`config.mk`:
```
export PLATFORM = sky130hd
export DESIGN_NAME = aes_cmd_responder
export DESIGN_NICKNAME = d
export VERILOG_FILES = /design/src/rtl/aes_xact_pkg.sv /design/src/rtl/aes_xact_timer.sv /design/src/rtl/aes_cmd_responder.sv
export SDC_FILE = /design/constraint.sdc
export NUM_CORES = 1
export LEC_CHECK = 0
export ABC_AREA = 1
export BUFFER_PORTS_ARGS = -buffer_cell sky130_fd_sc_hd__buf_4
export CORE_AREA = 2 2 357 359
export DETAILED_ROUTE_END_ITERATION = 8
export DIE_AREA = 0 0 359 361
export PLACE_DENSITY = 0.32
export SYNTH_ARGS = -nofsm -noshare
export SYNTH_HDL_FRONTEND = slang
export SYNTH_SLANG_ARGS = --single-unit
```
`constraint.sdc`:
```
create_clock -name clk -period 1.4 [get_ports clk]
set_input_delay 0.28 -clock clk [delete_from_list [all_inputs] [get_ports clk]]
set_output_delay 0.28 -clock clk [all_outputs]
set_load 0.05 [all_outputs]
```
`src/rtl/aes_xact_pkg.sv`:
```
// Shared types and widths for the AES command responder.
package aes_xact_pkg;

  localparam int KEY_W = 256;
  localparam int BLK_W = 128;

  typedef enum logic [1:0] {
    OP_KEY,
    OP_ENC,
    OP_DEC,
    OP_ILL
  } op_t;

  typedef enum logic [2:0] {
    IDLE,
    KEY_LOAD,
    KEY_WAIT,
    CRYPT_START,
    CRYPT_WAIT,
    RESPOND
  } state_t;

endpackage

```
`src/rtl/aes_xact_timer.sv`:
```
// Wait-state cycle counter; expired is high on the last permitted wait cycle.
module aes_xact_timer #(
  parameter int TIMEOUT = 64
) (
  input  logic clk,
  input  logic rst,
  input  logic clr,
  input  logic en,
  output logic expired
);

  localparam int W = $clog2(TIMEOUT) + 1;

  logic [W-1:0] count;

  always_ff @(posedge clk) begin
    if (rst || clr) begin
      count <= '0;
    end else if (en && !expired) begin
      count <= count + W'(1);
    end
  end

  assign expired = (count == W'(TIMEOUT - 1));

endmodule

```
`src/rtl/aes_cmd_responder.sv`:
```
// Sequences host key/encrypt/decrypt commands onto the AES core control ports
// and returns exactly one response per accepted command.
module aes_cmd_responder
  import aes_xact_pkg::*;
#(
  parameter int TIMEOUT = 64,
  parameter int CNT_W   = 16
) (
  input  logic               clk,
  input  logic               resetH,
  input  logic               cmd_valid,
  output logic               cmd_ready,
  input  logic [1:0]         cmd_op,
  input  logic [KEY_W-1:0]   cmd_data,
  output logic               rsp_valid,
  input  logic               rsp_ready,
  output logic [1:0]         rsp_op,
  output logic               rsp_err,
  output logic [BLK_W-1:0]   rsp_data,
  output logic [KEY_W-1:0]   core_key,
  output logic               core_key_load,
  input  logic               core_key_done,
  output logic               core_start,
  output logic               core_decrypt,
  output logic [BLK_W-1:0]   core_data,
  input  logic               core_done,
  input  logic [BLK_W-1:0]   core_result,
  output logic [CNT_W-1:0]   txn_count
);

  state_t state, state_nxt;
  op_t    op_q;
  op_t    op_in;
  logic   key_valid;
  logic   accept;
  logic   tmr_clr, tmr_en, expired;
  logic   err_set, kv_set, kv_clr, res_load;

  assign op_in = op_t'(cmd_op);

  aes_xact_timer #(
    .TIMEOUT (TIMEOUT)
  ) u_timer (
    .clk     (clk),
    .rst     (resetH),
    .clr     (tmr_clr),
    .en      (tmr_en),
    .expired (expired)
  );

  always_ff @(posedge clk) begin
    if (resetH) begin
      state <= IDLE;
    end else begin
      state <= state_nxt;
    end
  end

  always_comb begin
    state_nxt     = state;
    cmd_ready     = 1'b0;
    core_key_load = 1'b0;
    core_start    = 1'b0;
    rsp_valid     = 1'b0;
    tmr_clr       = 1'b0;
    tmr_en        = 1'b0;
    err_set       = 1'b0;
    kv_set        = 1'b0;
    kv_clr        = 1'b0;
    res_load      = 1'b0;
    case (state)
      IDLE: begin
        cmd_ready = 1'b1;
        if (cmd_valid) begin
          case (op_in)
            OP_KEY: state_nxt = KEY_LOAD;
            OP_ENC, OP_DEC: begin
              if (key_valid) begin
                state_nxt = CRYPT_START;
              end else begin
                state_nxt = RESPOND;
                err_set   = 1'b1;
              end
            end
            default: begin
              state_nxt = RESPOND;
              err_set   = 1'b1;
            end
          endcase
        end
      end
      KEY_LOAD: begin
        core_key_load = 1'b1;
        kv_clr        = 1'b1;
        tmr_clr       = 1'b1;
        state_nxt     = KEY_WAIT;
      end
      KEY_WAIT: begin
        tmr_en = 1'b1;
        // A done arriving on the expiry cycle still counts as success.
        if (core_key_done) begin
          kv_set    = 1'b1;
          state_nxt = RESPOND;
        end else if (expired) begin
          err_set   = 1'b1;
          state_nxt = RESPOND;
        end
      end
      CRYPT_START: begin
        core_start = 1'b1;
        tmr_clr    = 1'b1;
        state_nxt  = CRYPT_WAIT;
      end
      CRYPT_WAIT: begin
        tmr_en = 1'b1;
        if (core_done) begin
          res_load  = 1'b1;
          state_nxt = RESPOND;
        end else if (expired) begin
          err_set   = 1'b1;
          state_nxt = RESPOND;
        end
      end
      RESPOND: begin
        rsp_valid = 1'b1;
        if (rsp_ready) begin
          state_nxt = IDLE;
        end
      end
      default: state_nxt = IDLE;
    endcase
    // Reset abandons the command and swallows any pulse due this cycle.
    if (resetH) begin
      cmd_ready     = 1'b0;
      core_key_load = 1'b0;
      core_start    = 1'b0;
      rsp_valid     = 1'b0;
    end
  end

  assign accept       = cmd_valid && cmd_ready;
  assign core_decrypt = core_start && (op_q == OP_DEC);
  assign rsp_op       = op_q;

  always_ff @(posedge clk) begin
    if (resetH) begin
      op_q      <= OP_KEY;
      key_valid <= 1'b0;
      rsp_err   <= 1'b0;
      rsp_data  <= '0;
      core_key  <= '0;
      core_data <= '0;
      txn_count <= '0;
    end else begin
      if (accept) begin
        op_q     <= op_in;
        rsp_err  <= 1'b0;
        rsp_data <= '0;
        if (op_in == OP_KEY) begin
          core_key <= cmd_data;
        end else if (op_in != OP_ILL) begin
          core_data <= cmd_data[BLK_W-1:0];
        end
      end
      if (err_set) begin
        rsp_err <= 1'b1;
      end
      if (kv_clr) begin
        key_valid <= 1'b0;
      end
      if (kv_set) begin
        key_valid <= 1'b1;
      end
      if (res_load) begin
        rsp_data <= core_result;
      end
      if (rsp_valid && rsp_ready) begin
        txn_count <= txn_count + CNT_W'(1);
      end
    end
  end

endmodule

```
* After elaboration in Yosys (flattened, before gate mapping) *
Cells that the tools add are included.

storage, ports and cells
  bits in registers = 542
  bits of input ports = 392
  output and inout port bits = 536
  logic and storage cells = 76

operators by class
  add/sub/neg operators = 2
  eq/ne operators = 12
  mux-type cells = 35
  bitwise operators = 1
  reduce and logical (&&, ||, !) cells = 17

operators by type and width
  operator                                        count
  two-way mux 128 bit                             2
  two-way mux 1 bit                               23
  two-way mux 3 bit                               6
  one-hot mux 3 bit (6 select lines)              1
  adder 16 x 1 -> 16 bit (second input constant)  1
  adder 7 x 1 -> 7 bit (second input constant)    1
  == test 7 x 6 -> 1 bit (second input constant)  1
  == test 3 x 2 -> 1 bit (second input constant)  2
  == test 3 bit (second input constant)           2
  != test 2 bit (second input constant)           3
  one-hot mux 3 bit (2 select lines)              1
  nonzero test 2 bit                              3
  OR reduction 2 bit                              3
  == test 2 bit (second input constant)           2
  logical AND 1 bit                               4
  AND reduction 2 bit                             2
  == test 3 x 1 -> 1 bit (second input constant)  1
  zero test 3 bit                                 1
  one-hot mux 1 bit (3 select lines)              1
  AND reduction 3 bit                             1
  == test 2 x 1 -> 1 bit (second input constant)  1
  zero test 2 bit                                 1
  one-hot mux 1 bit (2 select lines)              1
  zero test 1 bit                                 1
  other kinds (2)                                 2

* Longest topological paths before layout *
  depth in word-level cells = 6
  mapped depth = 10
  depth with buffers taken out = 9

* Modules after synthesis *
A second synthesis with hierarchy kept.

second synthesis, totals
  cell total of the unflattened synthesis = 2491
  area total of the unflattened synthesis = 19428.6 um^2

modules (own cells, without submodules)
  module             times used  cells each  area each (um^2)  sequential area each (um^2)
  aes_cmd_responder  1           2428        19008.2           10710.3
  aes_xact_timer     1           63          420.4             140.1

* Least setup slack after synthesis *
No wires, ideal clock.

  path kind = input-to-output
  start point = in resetH
  end point = out core_decrypt
  arrival time = 1.979 ns
  required time = 1.120 ns
  setup slack = -0.859 ns
  stages = 5
  path buffers = 2
  path through = clkbuf_1 > clkinv_1 > clkbuf_1 > nand2_1 > nor3_1

between the ends
  longest elaborated chain between the ends = 2

ends and longest elaborated chain
  what               line                      text
  start, declared    aes_cmd_responder.sv:10   input logic resetH,
  two-way mux 1 bit  aes_cmd_responder.sv:133  if (resetH) begin
  logical AND 1 bit  aes_cmd_responder.sv:142  assign core_decrypt = core_start && (op_q == OP_DEC);
  end, declared      aes_cmd_responder.sv:24   output logic core_decrypt,

Every way passes these cells.

* Worst setup path in the final report *
  start point = reg state[0]
  end point = out core_decrypt

between the ends
  longest elaborated chain between the ends = 4

ends and longest elaborated chain
  what                    line                      text
  start, declared         aes_cmd_responder.sv:31   state_t state, state_nxt;
  start signal, assigned  aes_cmd_responder.sv:55   state <= state_nxt;
  == test 3 x 2 -> 1 bit  aes_cmd_responder.sv:71   case (state)
  two-way mux 1 bit       aes_cmd_responder.sv:71
  two-way mux 1 bit       aes_cmd_responder.sv:133
  logical AND 1 bit       aes_cmd_responder.sv:142

Every way passes these cells.

==> results.sh <==
export IMPL_outcome="finished with violations"
export IMPL_violations="setup timing"
export IMPL_cts_buffers=73
export IMPL_via_per_inst=3.85
export IMPL_startpoint="state[0]$_SDFFE_PP0P_"
export IMPL_setup_worst_path_end_class="primary output"
export IMPL_ir_drop_v=0.000809
export IMPL_finalCriticalPeriod_ps=1890
export IMPL_syn_area_um2=19200
export IMPL_p_leak_nw=16.1
export IMPL_setup_viol=1071
export IMPL_numPortBuffers=927
export IMPL_core_area_um2=125000
export IMPL_r2r_cells=11
export IMPL_final_cells=5606
export IMPL_clk_path_buf_depth=3
export IMPL_grt_pass1_vias=22000
export IMPL_htreeDepth=3
export IMPL_critPathSlowestCell="dfxtp_2"
export IMPL_path_clk_slew_ps=50
export IMPL_cp_max_fo=5
export IMPL_report_final_slew_viol_count=0
export IMPL_grt_start_max_net_pins=78
export IMPL_antenna_found_initial=9
export IMPL_crit_chain="buf_4, nand3_4, nor3_4, buf_6"
export IMPL_post_route_period_util_pct=135
export IMPL_clock_sinks=542
export IMPL_cts_root_buf="clkbuf_16"
export IMPL_ys_seq_area_share_pct=56.6
export IMPL_routed_wl_um=111000
export IMPL_grt_pass1_wl_um=153000
export IMPL_drive_above_1_share_pct=35.5
export IMPL_worst_path_buf_inv=2
export IMPL_drc_errors=0
export IMPL_r2r_start="state[1]$_SDFFE_PP0P_"
export IMPL_cpPeakStageDelay_ps=350
export IMPL_wire_per_inst_um=19.8
export IMPL_power_density_nw_per_um2=1410
export IMPL_layout_setup_ws_ps=-488
export IMPL_fin_util_pct=29.9
export IMPL_syn_nets=2871
export IMPL_max_slew_margin_pct=56.5
export IMPL_dieHeight_um=361
export IMPL_synth_top_area_share_pct=56.6
export IMPL_clock_fmax_mhz=530
export IMPL_drt_iter0_drc=933
export IMPL_crit_family="buffers and inverters"
export IMPL_cp_endpoint="core_decrypt"
export IMPL_reg2reg_slack_ps=-490
export IMPL_ys_types=32
export IMPL_final_common_cell="buf_4"
export IMPL_worstMarginPinSlew_ps=653
export IMPL_rows=130
export IMPL_die_area_um2=130000
export IMPL_grt_total_usage_pct=15.9
export IMPL_rsz0062_at_grt="yes"
export IMPL_synth_seq_cells=542
export IMPL_dp_cells=5026
export IMPL_start_kind="flop"
export IMPL_r2r_end="core_data[98]$_SDFFE_PP0P_"
export IMPL_ant_nets=0
export IMPL_initial_core_util_pct=15.3
export IMPL_critPathArrivalTime_ps=1610
export IMPL_drv_cap=0
export IMPL_vias=21600
export IMPL_yosysTopAreaCell="dfxtp_1"
export IMPL_fin_nets=4303
export IMPL_area_growth_pct=95.6
export IMPL_routabilityCongestion=0.809
export IMPL_dp_hpwl_um=79000
export IMPL_hold_ws_ps=61.5
export IMPL_hold_class="in -> reg"
export IMPL_worstPathRequired_ps=1120
export IMPL_final_cell_mix="buf_4 (1,010), nor2_1 (798), dfxtp_1 (531), dlygate4sd3_1 (387), nand2_1 (326)"
export IMPL_syn_avg_cell_area_um2=7.75
export IMPL_ios=928
export IMPL_syn_inst=2475
export IMPL_ys_warn_count=0
export IMPL_first_pass_iters=5
export IMPL_chipWidth_um=359
export IMPL_synth_area_top_cells="dfxtp_1 (57%), nor2_1 (16%), o21ai_0 (9.5%)"
export IMPL_hold_violations=0
export IMPL_clock_skew_ps=28.3
export IMPL_criticalPathCategory="reg -> out"
export IMPL_grt_overflow=0
export IMPL_clock_latency_ps=640
export IMPL_cts_tree="done"
export IMPL_path_depth=4
how the worst min path moves through the flow:
stage / cells after the start / from / endpoint / slack [ps]
finish: 3 / core_result[31] / rsp_data[31]$_SDFFE_PP0P_ / 60
global route: 3 / core_result[31] / rsp_data[31]$_SDFFE_PP0P_ / 20
CTS: 6 / cmd_valid / rsp_err$_SDFFE_PP0P_ / 6
detailed placement: 2 / u_timer.count[6]$_SDFFE_PP0P_ / u_timer.count[6]$_SDFFE_PP0P_ / 430
global placement: 2 / u_timer.count[6]$_SDFFE_PP0P_ / u_timer.count[6]$_SDFFE_PP0P_ / 430
floorplan: 2 / cmd_op[1] / rsp_op[1]$_SDFFE_PP0P_ / 390
worst register-to-register path: stages, from the launching register on:
cell     delay [ps]
dfxtp_4         350
nor2_4          110
nand2_4          60
buf_6           110
nor3_4          160
buf_12          150
buf_12          100
nand2_8         120
buf_12          210
buf_4           190
o21ai_1         150
nor2_1           60
logic make-up (layout without fill, tap and decap cells):
group	after synthesis	after routing	share of synthesized area [%]
buffers and inverters	210	1685	5.38
flip-flops	542	542	56.6
adder cells (fa/ha/maj)	4	4	0.261
AND/OR/NAND/NOR	1176	1176	23.5
other	0	6	0
AO/OA/AOI/OAI	539	539	14.1
XOR/XNOR	4	4	0.183
report_power, final:
group / internal, mW / switching [mW] / total, mW
clock network: 10.5 / 7.46 / 18.0
registers: 16.9 / 0.835 / 17.7
logic: 6.39 / 10.8 / 17.2
layer usage:
metal | routed length, µm | global-route usage [%]
met1 | 45600 | 18.1
met2 | 54700 | 28.1
met3 | 6910 | 4.63
met4 | 3710 | 5.84
met5 | 38 | 0
Yosys cell counts:
cell	n
a21oi_1	142
buf_1	2
buf_2	31
buf_4	31
buf_6	11
clkbuf_1	95
clkbuf_2	1
clkbuf_4	1
clkinv_1	1
dfxtp_1	542
ha_1	4
inv_1	34
inv_2	3
nand2_1	328
nand2_2	1
nand2_4	1
nand3_1	17
nand3_2	1
nand3b_1	2
nand4_1	4
nor2_1	808
nor2_2	3
nor2_4	1
nor3_1	8
nor3_4	1
nor3b_1	1
o21a_1	1
o21ai_0	364
o21ai_1	31
o21bai_1	1
xnor2_1	2
xor2_1	2
sequential cells by signal, indices dropped and copies added, names as in the netlist:
register,cells
core_key,256
core_data,128
rsp_data,128
txn_count,16
u_timer.count,7
state,3
rsp_op,2
key_valid,1
rsp_err,1
layout make-up:
cell class | instances | area (µm²)
fillers | 13600 | 87900
repair buffers | 1525 | 14100
flip-flops and latches | 542 | 10900
multi-input cells | 1723 | 7920
well taps | 1650 | 2060
clock buffers | 101 | 2010
inverters | 38 | 200
clock inverters | 17 | 180
repair inverters | 4 | 120
diodes | 6 | 15.0
per-stage QoR:
step | worst slack, ps | cell area, µm² | TNS (ps) | power, mW
after floorplan | -233 | 19800 | -53030 | 27.1
after global placement | -381 | 29000 | -143160 | 32.9
after detailed placement | -414 | 29000 | -147090 | 32.9
after CTS | -560 | 36200 | -276610 | 53.3
after global routing | -608 | 37500 | -315710 | 55.5
final | -488 | 37500 | -207890 | 52.9
timing repair:
action                                  in CTS  in global routing
gates cloned                                17                 32
hold buffers                               387                  0
pin swaps                                    9                 20
setup buffers                               15                  6
resized for setup                          134                151
endpoints found under the hold margin      513                  0
endpoints found under the setup margin    1071               1074
No activity file was read; power rests on OpenSTA's default activity.
